===== src/rtl/product_bcd_display_pkg.sv =====
// Shared definitions for the product BCD display block.
// Provides the conversion FSM state type, the 7-segment patterns in
// {a,b,c,d,e,f,g} order (active-high), the digit count and the
// double-dabble nibble adjust helper.
package product_bcd_display_pkg;

   localparam int unsigned NUM_DIGITS = 5;

   typedef enum logic [1:0] {
      ST_IDLE,
      ST_SHIFT,
      ST_DONE
   } state_t;

   localparam logic [6:0] SEG_0     = 7'b1111110;
   localparam logic [6:0] SEG_1     = 7'b0110000;
   localparam logic [6:0] SEG_2     = 7'b1101101;
   localparam logic [6:0] SEG_3     = 7'b1111001;
   localparam logic [6:0] SEG_4     = 7'b0110011;
   localparam logic [6:0] SEG_5     = 7'b1011011;
   localparam logic [6:0] SEG_6     = 7'b1011111;
   localparam logic [6:0] SEG_7     = 7'b1110000;
   localparam logic [6:0] SEG_8     = 7'b1111111;
   localparam logic [6:0] SEG_9     = 7'b1111011;
   localparam logic [6:0] SEG_DASH  = 7'b0000001;
   localparam logic [6:0] SEG_BLANK = 7'b0000000;

   // Add 3 to every nibble that is >= 5. A nibble is at most 9 before the
   // adjust, so the 4-bit sum never carries into the next nibble.
   function automatic logic [19:0] bcd_adjust(input logic [19:0] v);
      logic [19:0] r;
      r = v;
      for (int unsigned i = 0; i < NUM_DIGITS; i++) begin
         if (v[4*i +: 4] >= 4'd5) begin
            r[4*i +: 4] = v[4*i +: 4] + 4'd3;
         end
      end
      return r;
   endfunction

endpackage


===== src/rtl/product_bcd_display_seg7.sv =====
// Combinational BCD nibble to 7-segment decoder.
// Ports:
//   nibble  in  4  BCD digit value
//   blank   in  1  1 = force all segments off
//   seg     out 7  {a,b,c,d,e,f,g}, active-high
// Values above 9 cannot occur from the converter; they show a dash.
module bcd_to_seg7
   import product_bcd_display_pkg::*;
(
   input  logic [3:0] nibble,
   input  logic       blank,
   output logic [6:0] seg
);

   always_comb begin
      seg = SEG_DASH;
      if (blank) begin
         seg = SEG_BLANK;
      end else begin
         case (nibble)
            4'd0:    seg = SEG_0;
            4'd1:    seg = SEG_1;
            4'd2:    seg = SEG_2;
            4'd3:    seg = SEG_3;
            4'd4:    seg = SEG_4;
            4'd5:    seg = SEG_5;
            4'd6:    seg = SEG_6;
            4'd7:    seg = SEG_7;
            4'd8:    seg = SEG_8;
            4'd9:    seg = SEG_9;
            default: seg = SEG_DASH;
         endcase
      end
   end

endmodule


===== src/rtl/product_bcd_display.sv =====
// Captures a 16-bit multiplier product on a load strobe, converts it to
// five BCD digits with a sequential double-dabble and scans the digits
// onto a single 7-segment bus.
// Ports:
//   clk         in   1   system clock, rising edge
//   reset_a     in   1   synchronous, active-high reset
//   product_in  in   16  unsigned binary product
//   load        in   1   1-cycle capture strobe (ignored while busy)
//   busy        out  1   high while a conversion is in progress
//   bcd_valid   out  1   1-cycle pulse when bcd_out has just been updated
//   bcd_out     out  20  {d4,d3,d2,d1,d0} BCD nibbles, d0 = units
//   digit_sel   out  5   one-hot digit enable, active-high
//   seg         out  7   {a,b,c,d,e,f,g} for the selected digit, active-high
// Parameters:
//   SCAN_DIV    clk cycles per displayed digit (>= 2)
//   BLANK_LZ    1 = blank leading zeros above the units digit
module product_bcd_display
   import product_bcd_display_pkg::*;
#(
   parameter int unsigned SCAN_DIV = 1000,
   parameter bit          BLANK_LZ = 1'b1
)
(
   input  logic        clk,
   input  logic        reset_a,
   input  logic [15:0] product_in,
   input  logic        load,
   output logic        busy,
   output logic        bcd_valid,
   output logic [19:0] bcd_out,
   output logic [4:0]  digit_sel,
   output logic [6:0]  seg
);

   localparam int unsigned PW = (SCAN_DIV > 2) ? $clog2(SCAN_DIV) : 1;
   localparam logic [PW-1:0] PRESCALE_TC = PW'(SCAN_DIV - 1);

   state_t      state;
   logic [15:0] bin_sr;
   logic [19:0] bcd_sr;
   logic [3:0]  iter;

   logic [PW-1:0] prescale;
   logic [2:0]    scan_idx;
   logic [2:0]    next_idx;
   logic          prescale_tc;
   logic [4:0]    lz_mask;
   logic [3:0]    mux_nibble;
   logic          mux_blank;
   logic [6:0]    dec_seg;

   // ---------------------------------------------------------------
   // Conversion FSM and shift register
   // ---------------------------------------------------------------
   always_ff @(posedge clk) begin
      if (reset_a) begin
         state     <= ST_IDLE;
         busy      <= 1'b0;
         bcd_valid <= 1'b0;
         bcd_out   <= '0;
         bin_sr    <= '0;
         bcd_sr    <= '0;
         iter      <= '0;
      end else begin
         bcd_valid <= 1'b0;
         case (state)
            ST_IDLE: begin
               if (load) begin
                  bin_sr <= product_in;
                  bcd_sr <= '0;
                  iter   <= '0;
                  busy   <= 1'b1;
                  state  <= ST_SHIFT;
               end
            end
            ST_SHIFT: begin
               // Adjust first, then shift: after the 16th shift bcd_sr
               // holds the final digits with no trailing adjust needed.
               {bcd_sr, bin_sr} <= {bcd_adjust(bcd_sr), bin_sr} << 1;
               iter <= iter + 4'd1;
               if (iter == 4'd15) begin
                  state <= ST_DONE;
               end
            end
            ST_DONE: begin
               bcd_out   <= bcd_sr;
               bcd_valid <= 1'b1;
               busy      <= 1'b0;
               state     <= ST_IDLE;
            end
            default: begin
               state <= ST_IDLE;
               busy  <= 1'b0;
            end
         endcase
      end
   end

   // ---------------------------------------------------------------
   // Scan index, leading-zero mask and digit mux
   // ---------------------------------------------------------------
   always_comb begin
      prescale_tc = (prescale == PRESCALE_TC);
      next_idx    = scan_idx;
      if (prescale_tc) begin
         next_idx = (scan_idx == 3'(NUM_DIGITS - 1)) ? 3'd0 : scan_idx + 3'd1;
      end
   end

   // lz_mask[k] is set when digit k and every digit above it are zero.
   // The units digit is never part of the mask.
   always_comb begin
      logic zero_above;
      int unsigned k;
      lz_mask    = '0;
      zero_above = 1'b1;
      for (int unsigned i = 0; i < NUM_DIGITS - 1; i++) begin
         k          = NUM_DIGITS - 1 - i;
         zero_above = zero_above & (bcd_out[4*k +: 4] == 4'd0);
         lz_mask[k] = zero_above;
      end
   end

   always_comb begin
      mux_nibble = bcd_out[3:0];
      mux_blank  = 1'b0;
      case (next_idx)
         3'd0: mux_nibble = bcd_out[3:0];
         3'd1: mux_nibble = bcd_out[7:4];
         3'd2: mux_nibble = bcd_out[11:8];
         3'd3: mux_nibble = bcd_out[15:12];
         3'd4: mux_nibble = bcd_out[19:16];
         default: mux_nibble = bcd_out[3:0];
      endcase
      case (next_idx)
         3'd1: mux_blank = BLANK_LZ & lz_mask[1];
         3'd2: mux_blank = BLANK_LZ & lz_mask[2];
         3'd3: mux_blank = BLANK_LZ & lz_mask[3];
         3'd4: mux_blank = BLANK_LZ & lz_mask[4];
         default: mux_blank = 1'b0;
      endcase
   end

   bcd_to_seg7 u_seg7 (
      .nibble (mux_nibble),
      .blank  (mux_blank),
      .seg    (dec_seg)
   );

   // digit_sel and seg are registered from the next index so both change
   // on the same edge as the index itself.
   always_ff @(posedge clk) begin
      if (reset_a) begin
         prescale  <= '0;
         scan_idx  <= '0;
         digit_sel <= 5'b00001;
         seg       <= SEG_0;
      end else begin
         prescale  <= prescale_tc ? '0 : prescale + 1'b1;
         scan_idx  <= next_idx;
         digit_sel <= 5'b00001 << next_idx;
         seg       <= dec_seg;
      end
   end

endmodule

===== config.mk =====
export PLATFORM = sky130hd
export DESIGN_NAME = product_bcd_display
export DESIGN_NICKNAME = d
export VERILOG_FILES = /design/src/rtl/product_bcd_display_pkg.sv /design/src/rtl/product_bcd_display_seg7.sv /design/src/rtl/product_bcd_display.sv
export SDC_FILE = /design/constraint.sdc
export NUM_CORES = 1
export LEC_CHECK = 0
export BUFFER_PORTS_ARGS = -buffer_cell sky130_fd_sc_hd__buf_2
export CAP_MARGIN = 20
export CORE_ASPECT_RATIO = 1.4
export CORE_MARGIN = 8
export CORE_UTILIZATION = 44
export DETAILED_ROUTE_END_ITERATION = 8
export GPL_TIMING_DRIVEN = 0
export HOLD_SLACK_MARGIN = 0.05
export PLACE_DENSITY = 0.72
export SKIP_CTS_REPAIR_TIMING = 1
export SYNTH_ARGS = -nofsm -noshare
export SYNTH_HDL_FRONTEND = slang
export SYNTH_SLANG_ARGS = --single-unit

===== constraint.sdc =====
create_clock -name clk -period 3.1 [get_ports clk]
set_input_delay 0.93 -clock clk [delete_from_list [all_inputs] [get_ports clk]]
set_output_delay 0.93 -clock clk [all_outputs]
set_load 0.005 [all_outputs]

==> impl_metrics.ini, run 1 <==
[outcome]
status = complete, no violations

[placed_design]
gp_congestion = 0.857
numPortBuffers = 51
place_area_um2 = 4840
place_hpwl_mm = 8.39

[layout]
final_cell_mix = dfxtp_1 (84), a21oi_1 (67), nand2_1 (66)
drive_gt1_share_pct = 16.3
nFillCells = 912
fin_area_um2 = 5240
utilization_pct = 53.2
final_common_cell = dfxtp_1
syn_to_final_growth_pct = 18.4
diodes = 0
fin_nets = 655

[timing]
post-route-period-util_pct = 95.7
setup_viol_count_final = 0
finalMaxSlewViolations = 0
rsz0062_at_grt = no
tightestPinTransition_ns = 0.750
hold_violations = 0
fin_crit_ns = 2.97
hold_slack_ns = 0.470
slew_headroom_pct = 49.8
max_clock_freq_mhz = 337
fin_worst_skew_ns = 0.00481

[synthesis]
yosysWarnings = 0
syn_nets = 593
synthFlopType = dfxtp_1
synthSimpleGateAreaFrac_pct = 21.4
avgSynthCellArea_um2 = 7.94
synth_edf_count = 0
synth_area_leaders = dfxtp_1 (40%), a21oi_1 (7.6%), nand2_1 (5.6%)
synthAdderAreaFrac_pct = 4.81
synth_area_um2 = 4420
seq_area_frac_synth_pct = 40.3
synth_mux_area_share_pct = 1.73
synthXorXnorAreaFrac_pct = 3.37
synth_top_area_cell = dfxtp_1
yosysUniqueCellTypes = 61
synth_compound_area_share_pct = 21.7
async_reset_ff_share_pct = 0
synth_top_family_by_area = compound AO/OA/AOI/OAI gates
synth_top_area_share_pct = 40.3
synthCells = 557
synth.ff_latch_count = 89

[die]
die_h_um = 135
core_um2 = 9850
ios = 53
rows = 43
initial_core_util_pct = 44.9
die_area_um2 = 13600
die_w_um = 101

[routing]
avgRoutedWirePerCell_um = 15.1
drtAntennaViolNets = 0
wirelength_mm = 11.5
drt_iter0_drc = 229
vias = 4100
dr.pass1.iters = 5
drc = 0
routed_via_density = 5.40

[pwr]
p_switching_uw = 560
p_per_area_nw_per_um2 = 473
p_leak_uw = 0.00208
power.total_uw = 2480
p_int_uw = 1920
pwr-share-clk_pct = 45.6
vdd_drop_max_v = 0.000316
switching_share_pct = 22.6
combPwrFrac_pct = 6.3
p_seq_share_pct = 48.1

[clocking]
clk_latency_ns = 0.34
cts.sinks = 89
cts_root_buf = clkbuf_16
cts_tree = built
clkTransAtPathRegs_ns = 0.06
clockBufferDepth = 2
htree_levels = 3
numCtsBuffers = 9

[critical_path]
crit_required_ns = 3.34
setup.worst_path.end_class = register
cp-start-kind = register
critical_path_arrival_ns = 3.20
worst-path-max-fanout = 8
crit_type = reg2reg
ff2ff_setup_slack_ns = 0.13

[global_route]
grt.total_usage_pct = 17.2
gr-total-overflow = 0
grt_start_max_net_pins = 14
antenna_found_initial = 0
grt_pass1_wl_mm = 18.7
grt_pass1_vias = 4012

[worst_hold_path]
worstHoldPathType = reg2reg

[job]
cap_violations = 0
## layout make-up
cell class | instances | area (um^2) | area share, %
multi-input cells | 397 | 2410 | 46.1
plain buffers | 32 | 150 | 2.87
clock inverters | 2 | 35.0 | 0.669
clock buffers | 14 | 274 | 5.23
flip-flops and latches | 89 | 1790 | 34.2
inverters | 39 | 146 | 2.80
repair buffers | 51 | 255 | 4.88
well taps | 135 | 169 | 3.23
## synthesized netlist by cell type (2+ instances only)
library cell / count
a22oi_1: 15
nand3_1: 11
mux2_2: 5
nand3b_1: 2
xnor2_1: 10
inv_1: 38
a32oi_1: 3
a21oi_1: 67
nand2_1: 66
buf_6: 3
xor2_1: 7
ha_1: 17
and3_2: 2
dfxtp_1: 89
or4_1: 2
nand4_1: 3
nor2b_1: 2
and3_1: 3
a21o_1: 5
a31o_1: 2
or3_1: 3
nor2_1: 63
o211ai_1: 2
a211oi_1: 4
nor3_1: 19
clkbuf_1: 26
nand2b_1: 8
nor4_1: 2
o21ai_0: 45
mux2i_1: 2
## worst paths after layout
| check | depth (start not counted) | start | end |
|---|---|---|---|
| setup / recovery | 11 | scan_idx[0]$_SDFF_PP0_ | seg[3]$_SDFF_PP1_ |
| hold / removal | 1 | prescale[0]$_SDFF_PP0_ | prescale[0]$_SDFF_PP0_ |
| setup reg to reg | 11 | scan_idx[0]$_SDFF_PP0_ | seg[3]$_SDFF_PP1_ |
| hold reg to reg | 1 | prescale[0]$_SDFF_PP0_ | prescale[0]$_SDFF_PP0_ |
## power groups by stage
stage	combinational (uW)	clock, uW	sequential (uW)
floorplan	103	0	1210
global placement	149	0	1220
detailed placement	153	0	1220
CTS	154	1140	1190
global route	177	1180	1200
finish	156	1130	1190
## routing by layer
layer | vias up | GRT usage [%] | share of wire (%)
met5 | - | 0 | 0
met4 | 0 | 8.27 | 2.3
met3 | 18 | 4.38 | 5.3
met2 | 112 | 30.6 | 52
met1 | 1920 | 18.4 | 40
li1 | 2050 | - | -
## stage by stage
stage	setup slack, ns	setup TNS, ns	instances
4_1_cts	-0.300	-0.379	759
6_report	0.132	0	759
2_1_floorplan	0.106	0	557
3_3_place_gp	-0.219	-0.219	743
5_1_grt	0.0252	0	759
3_5_place_dp	-0.250	-0.255	743
## worst max-delay path, stage by stage (launching register included)
cell      delay (ns)
dfxtp_4         0.37
inv_1           0.06
ha_1            0.18
nor2_1          0.05
o41a_1          0.48
or2_0           0.25
buf_6           0.14
a32oi_2         0.23
o221ai_4        0.18
ha_1            0.32
or3_1           0.37
a31o_1          0.22
## registers in the layout (all words and copies together) (netlist names), 2 cells and up
name,flops
prescale,10
scan_idx,3
bcd_out,20
digit_sel,5
bcd_sr,20
bin_sr,16
iter,4
state,2
seg,7
## cells by family (layout without fill, tap and decap cells)
kind of cell    Yosys count  count (layout)
simple gates            198             198
buf+inv                  71             138
flops                    89              89
fa+ha+maj                17              17
compound gates          158             158
xor+xnor                 17              17
mux                       7               7
No activity file was read; power rests on OpenSTA's default activity.
==> run 2: changes to the inputs <==
- PLACE_DENSITY: 0.72 -> 0.69
- clock period: 3.1 -> 3.4 ns (I/O delays scaled with it)
==> run 2 against run 1 <==
Against the previous run: first-iteration DRC count decreased by 14%; die area stayed put; non-clock buffer count did not move; sequential share of layout area rose by 0.47 points; global-route usage down 0.83 points; fmax is 8.3% lower; core utilization is 0.98 points lower; largest power group unchanged; highest routed layer unchanged.
==> impl_metrics.ini, run 2 (synthesis results as in run 1) <==
[die]
rows = 43
die_w_um = 101
die_area_um2 = 13600
initial_core_util_pct = 44.9
core_um2 = 9850
die_h_um = 135
ios = 53

[routing]
drc = 0
routed_via_density = 5.34
dr.pass1.iters = 4
drtAntennaViolNets = 0
avgRoutedWirePerCell_um = 14.5
drt_iter0_drc = 198
vias = 4056
wirelength_mm = 11.0

[worst_hold_path]
holdCritStartpoint = prescale[0]$_SDFF_PP0_
hold_path_end = prescale[0]$_SDFF_PP0_
min_path_cells = 1
worstHoldPathType = reg2reg

[global_route]
grt_pass1_vias = 3785
grt.total_usage_pct = 16.4
gr-total-overflow = 0
grt_start_max_net_pins = 15
grt_pass1_wl_mm = 17.9
antenna_found_initial = 0

[placed_design]
numPortBuffers = 51
gp_congestion = 0.794
place_hpwl_mm = 8.32

[layout]
nFillCells = 938
final_common_cell = dfxtp_1
drive_gt1_share_pct = 15.2
reg_top3 = bcd_out x20, bcd_sr x20, bin_sr x16
syn_to_final_growth_pct = 16.2
diodes = 0
final_cell_mix = dfxtp_1 (89), a21oi_1 (67), nand2_1 (66)
utilization_pct = 52.2
fin_nets = 655

[pwr]
power.total_uw = 2160
vdd_drop_max_v = 0.000208
p_per_area_nw_per_um2 = 420
p_leak_uw = 0.00202

[clocking]
clockBufferDepth = 2
clk_latency_ns = 0.34
clkTransAtPathRegs_ns = 0.06
cts_tree = built
cts_root_buf = clkbuf_16
cts.sinks = 89
htree_levels = 3
numCtsBuffers = 9

[timing]
slew_headroom_pct = 49.4
rsz0062_at_grt = no
fin_crit_ns = 3.24
post-route-period-util_pct = 95.2
max_clock_freq_mhz = 309
tightestPinTransition_ns = 0.756
setup_viol_count_final = 0
finalSetupTns_ns = 0
hold_violations = 0
finalMaxSlewViolations = 0
fin_worst_skew_ns = 0.00405

[critical_path]
cp-start-kind = register
worst-path-max-fanout = 7
path_buf_inv = 1
crit_family = compound AO/OA/AOI/OAI gates
setup.worst_path.end_class = register
crit_path_max_incr_delay_ns = 0.51
crit_chain = ha_1 -> nand4bb_4 -> o41a_1 -> or2_0 -> buf_6 -> a32oi_1 -> o221ai_2 -> ha_1 -> or3_1 -> a31o_1
crit_required_ns = 3.64
reg2reg_from = prescale[0]$_SDFF_PP0_
cp_slowest_cell = o41a_1
r2r_end = seg[3]$_SDFF_PP1_
crit_type = reg2reg
critical_path_arrival_ns = 3.47
ff2ff_setup_slack_ns = 0.16
rr_worst_depth = 10
crit_top_cell = ha_1

[outcome]
status = complete, no violations

[job]
cap_violations = 0
==> run 2: worst max-delay path by stage <==
stage / start / endpoint / slack [ns] / cells past startpoint
after floorplan: prescale[0]$_SDFF_PP0_ / seg[3]$_SDFF_PP1_ / 0.41 / 10
after global placement: prescale[0]$_SDFF_PP0_ / seg[3]$_SDFF_PP1_ / 0.10 / 10
after detailed placement: prescale[0]$_SDFF_PP0_ / seg[3]$_SDFF_PP1_ / 0.05 / 10
after CTS: prescale[0]$_SDFF_PP0_ / seg[3]$_SDFF_PP1_ / 0.02 / 10
after global routing: prescale[0]$_SDFF_PP0_ / seg[3]$_SDFF_PP1_ / 0.01 / 10
final: prescale[0]$_SDFF_PP0_ / seg[3]$_SDFF_PP1_ / 0.16 / 10
==> run 2: area by class of cell <==
type	instances	area, um^2	area share (%)
clock buffer	11	253	4.92
sequential	89	1780	34.7
multi-input combinational	397	2350	45.8
clock inverter	5	30.0	0.584
inverter	39	146	2.85
buffer	32	150	2.92
timing repair buffer	51	255	4.97
tap	135	169	3.29
==> run 2: report_power, final <==
group	total, uW	leakage (uW)	switching (uW)	internal, uW
Sequential	1090	0.000724	16.8	1070
Clock	934	0.000137	403	531
Combinational	139	0.00116	89.4	49.5
Total	2160	0.00202	510	1650
==> run 2: per-layer routing <==
metal / part of all wire, % / wire length [um] / track usage (%) / vias up
met5: 0 / 0 / 0 / -
met4: 2.2 / 240 / 6.84 / 0
met3: 4.2 / 465 / 4.64 / 21
met2: 52 / 5730 / 29.3 / 68
met1: 41 / 4560 / 17.5 / 1926
li1: - / - / - / 2041
==> run 2: metrics by stage <==
step / instances / cell area [um^2] / setup WS, ns / hold WS, ns
2_1_floorplan: 557 / 4420 / 0.406 / 0.430
3_3_place_gp: 743 / 4840 / 0.101 / 0.448
3_5_place_dp: 743 / 4840 / 0.0540 / 0.453
4_1_cts: 759 / 5130 / 0.0199 / 0.469
5_1_grt: 759 / 5140 / 0.0100 / 0.504
6_report: 759 / 5140 / 0.164 / 0.464
==> run 3: changes to the inputs <==
--- a/config.mk
+++ b/config.mk
@@ -10,10 +10,11 @@
 export CORE_ASPECT_RATIO = 1.4
 export CORE_MARGIN = 8
-export CORE_UTILIZATION = 44
+export CORE_UTILIZATION = 50
 export DETAILED_ROUTE_END_ITERATION = 8
 export GPL_TIMING_DRIVEN = 0
 export HOLD_SLACK_MARGIN = 0.05
-export PLACE_DENSITY = 0.69
+export PLACE_DENSITY = 0.76
 export SKIP_CTS_REPAIR_TIMING = 1
+export SLEW_MARGIN = 20
 export SYNTH_ARGS = -nofsm -noshare
 export SYNTH_HDL_FRONTEND = slang
==> constraint.sdc (replaced) <==
create_clock -name clk -period 3.4 [get_ports clk]
set_input_delay 1.02 -clock clk [delete_from_list [all_inputs] [get_ports clk]]
set_output_delay 1.02 -clock clk [all_outputs]
set_load 0.01 [all_outputs]
==> run 3 against run 2 <==
Against the previous run: cell count decreased by 4.3%; clock power down 7.0%; non-clock buffer count is the same; design area down 1.3%; sequential cell count unchanged; count of clock-buffer cells in the layout up 1; core utilization is 6.7 points higher; hold slack better by 0.013 ns; setup slack got worse by 0.021 ns; largest power group unchanged.
==> impl_metrics.ini, run 3 (synthesis results as in run 1) <==
[die]
initial_core_util_pct = 51.4
die_h_um = 127
core_um2 = 8610
ios = 53
rows = 40
die_w_um = 95.5
die_area_um2 = 12100

[pwr]
vdd_drop_max_v = 0.000266
switching_share_pct = 22.7
p_int_uw = 1620
p_leak_uw = 0.00201
p_per_area_nw_per_um2 = 414
p_seq_share_pct = 51.8
power.total_uw = 2100
combPwrFrac_pct = 6.7
p_switching_uw = 475
pwr-share-clk_pct = 41.4

[routing]
vias = 4053
dr.pass1.iters = 4
routed_via_density = 5.58
drc = 0
drtAntennaViolNets = 0
avgRoutedWirePerCell_um = 15.0
wirelength_mm = 10.9
drt_iter0_drc = 228

[critical_path]
worst-path-max-fanout = 7
cp-start-kind = register
crit_required_ns = 3.63
crit_chain = ha_1 -> nand4bb_4 -> o41a_1 -> or2_0 -> buf_6 -> a32oi_1 -> o221ai_2 -> ha_1 -> or3_1 -> a31o_1
crit_path_max_incr_delay_ns = 0.50
crit_top_cell = ha_1
crit_type = reg2reg
setup.worst_path.end_class = register
cp_slowest_cell = o41a_1
critical_path_arrival_ns = 3.49

[worst_hold_path]
worstHoldPathType = reg2reg

[layout]
syn_to_final_growth_pct = 14.7
fin_cells = 726
utilization_pct = 58.9
fin_area_um2 = 5070
final_cell_mix = dfxtp_1 (89), a21oi_1 (67), nand2_1 (66)
nFillCells = 813
drive_gt1_share_pct = 14.5
diodes = 0
final_common_cell = dfxtp_1
fin_nets = 655
reg_top3 = bcd_out x20, bcd_sr x20, bin_sr x16

[timing]
rsz0062_at_grt = no
slew_headroom_pct = 54.4
finalMaxSlewViolations = 0
tightestPinTransition_ns = 0.681
setup_viol_count_final = 0
fin_crit_ns = 3.26
fin_worst_skew_ns = 0.00435
hold_slack_ns = 0.477
post-route-period-util_pct = 95.8
max_clock_freq_mhz = 307
hold_violations = 0

[clocking]
cts.sinks = 89
numCtsBuffers = 9
clkTransAtPathRegs_ns = 0.06
clk_latency_ns = 0.34
clockBufferDepth = 2
cts_root_buf = clkbuf_16
htree_levels = 3
cts_tree = built

[global_route]
grt_pass1_vias = 3892
grt_start_max_net_pins = 13
grt_pass1_wl_mm = 17.7
grt.total_usage_pct = 18.2
antenna_found_initial = 0
gr-total-overflow = 0

[placed_design]
place_area_um2 = 4810
gp_congestion = 0.844
place_hpwl_mm = 8.18
dp.cells = 713
numPortBuffers = 51

[job]
cap_violations = 0

[outcome]
status = complete, no violations
-- run 3: power by group through the flow --
stage               Sequential (uW)  Combinational (uW)  Clock (uW)
finish                         1090                 141         869
global route                   1090                 157         931
CTS                            1090                 141         893
detailed placement             1110                 140           0
global placement               1110                 136           0
floorplan                      1110                94.3           0
-- run 3: worst max-delay path: cells and delay by family (launching register included) --
| kind | cells | cell delay (ns) |
|---|---|---|
| AO/OA/AOI/OAI | 4 | 1.17 |
| AND/OR/NAND/NOR | 3 | 0.80 |
| adder cells (fa/ha/maj) | 2 | 0.65 |
| flip-flops | 1 | 0.37 |
| buffers and inverters | 1 | 0.15 |
-- run 3: stage by stage --
stage                     setup WS, ns  setup TNS [ns]
final                            0.144               0
after global routing            0.0293               0
after CTS                    -0.000479       -0.000479
after detailed placement        0.0388               0
after global placement          0.0963               0
after floorplan                  0.406               0
-- run 3: layout make-up --
type                       count  area, um^2  share of cell area, %
sequential                    89        1780                   35.1
timing repair buffer          51         255                   5.03
inverter                      39         146                   2.89
clock buffer                  12         246                   4.86
tap                          105         131                   2.59
clock inverter                 1        5.00                 0.0987
buffer                        32         150                   2.96
multi-input combinational    397        2350                   46.4
-- run 3: worst paths after layout --
path / from / to / slack (ns) / depth (start not counted)
hold reg to reg: prescale[0]$_SDFF_PP0_ / prescale[0]$_SDFF_PP0_ / 0.48 / 1
setup / recovery: prescale[0]$_SDFF_PP0_ / seg[3]$_SDFF_PP1_ / 0.14 / 10
setup reg to reg: prescale[0]$_SDFF_PP0_ / seg[3]$_SDFF_PP1_ / 0.14 / 10
hold / removal: prescale[0]$_SDFF_PP0_ / prescale[0]$_SDFF_PP0_ / 0.48 / 1
-- run 3: layer usage --
layer / GRT usage (%) / wire, um
met2: 31.5 / 5680
met1: 19.8 / 4510
met5: 0 / 0
met4: 9.63 / 246
met3: 4.45 / 461
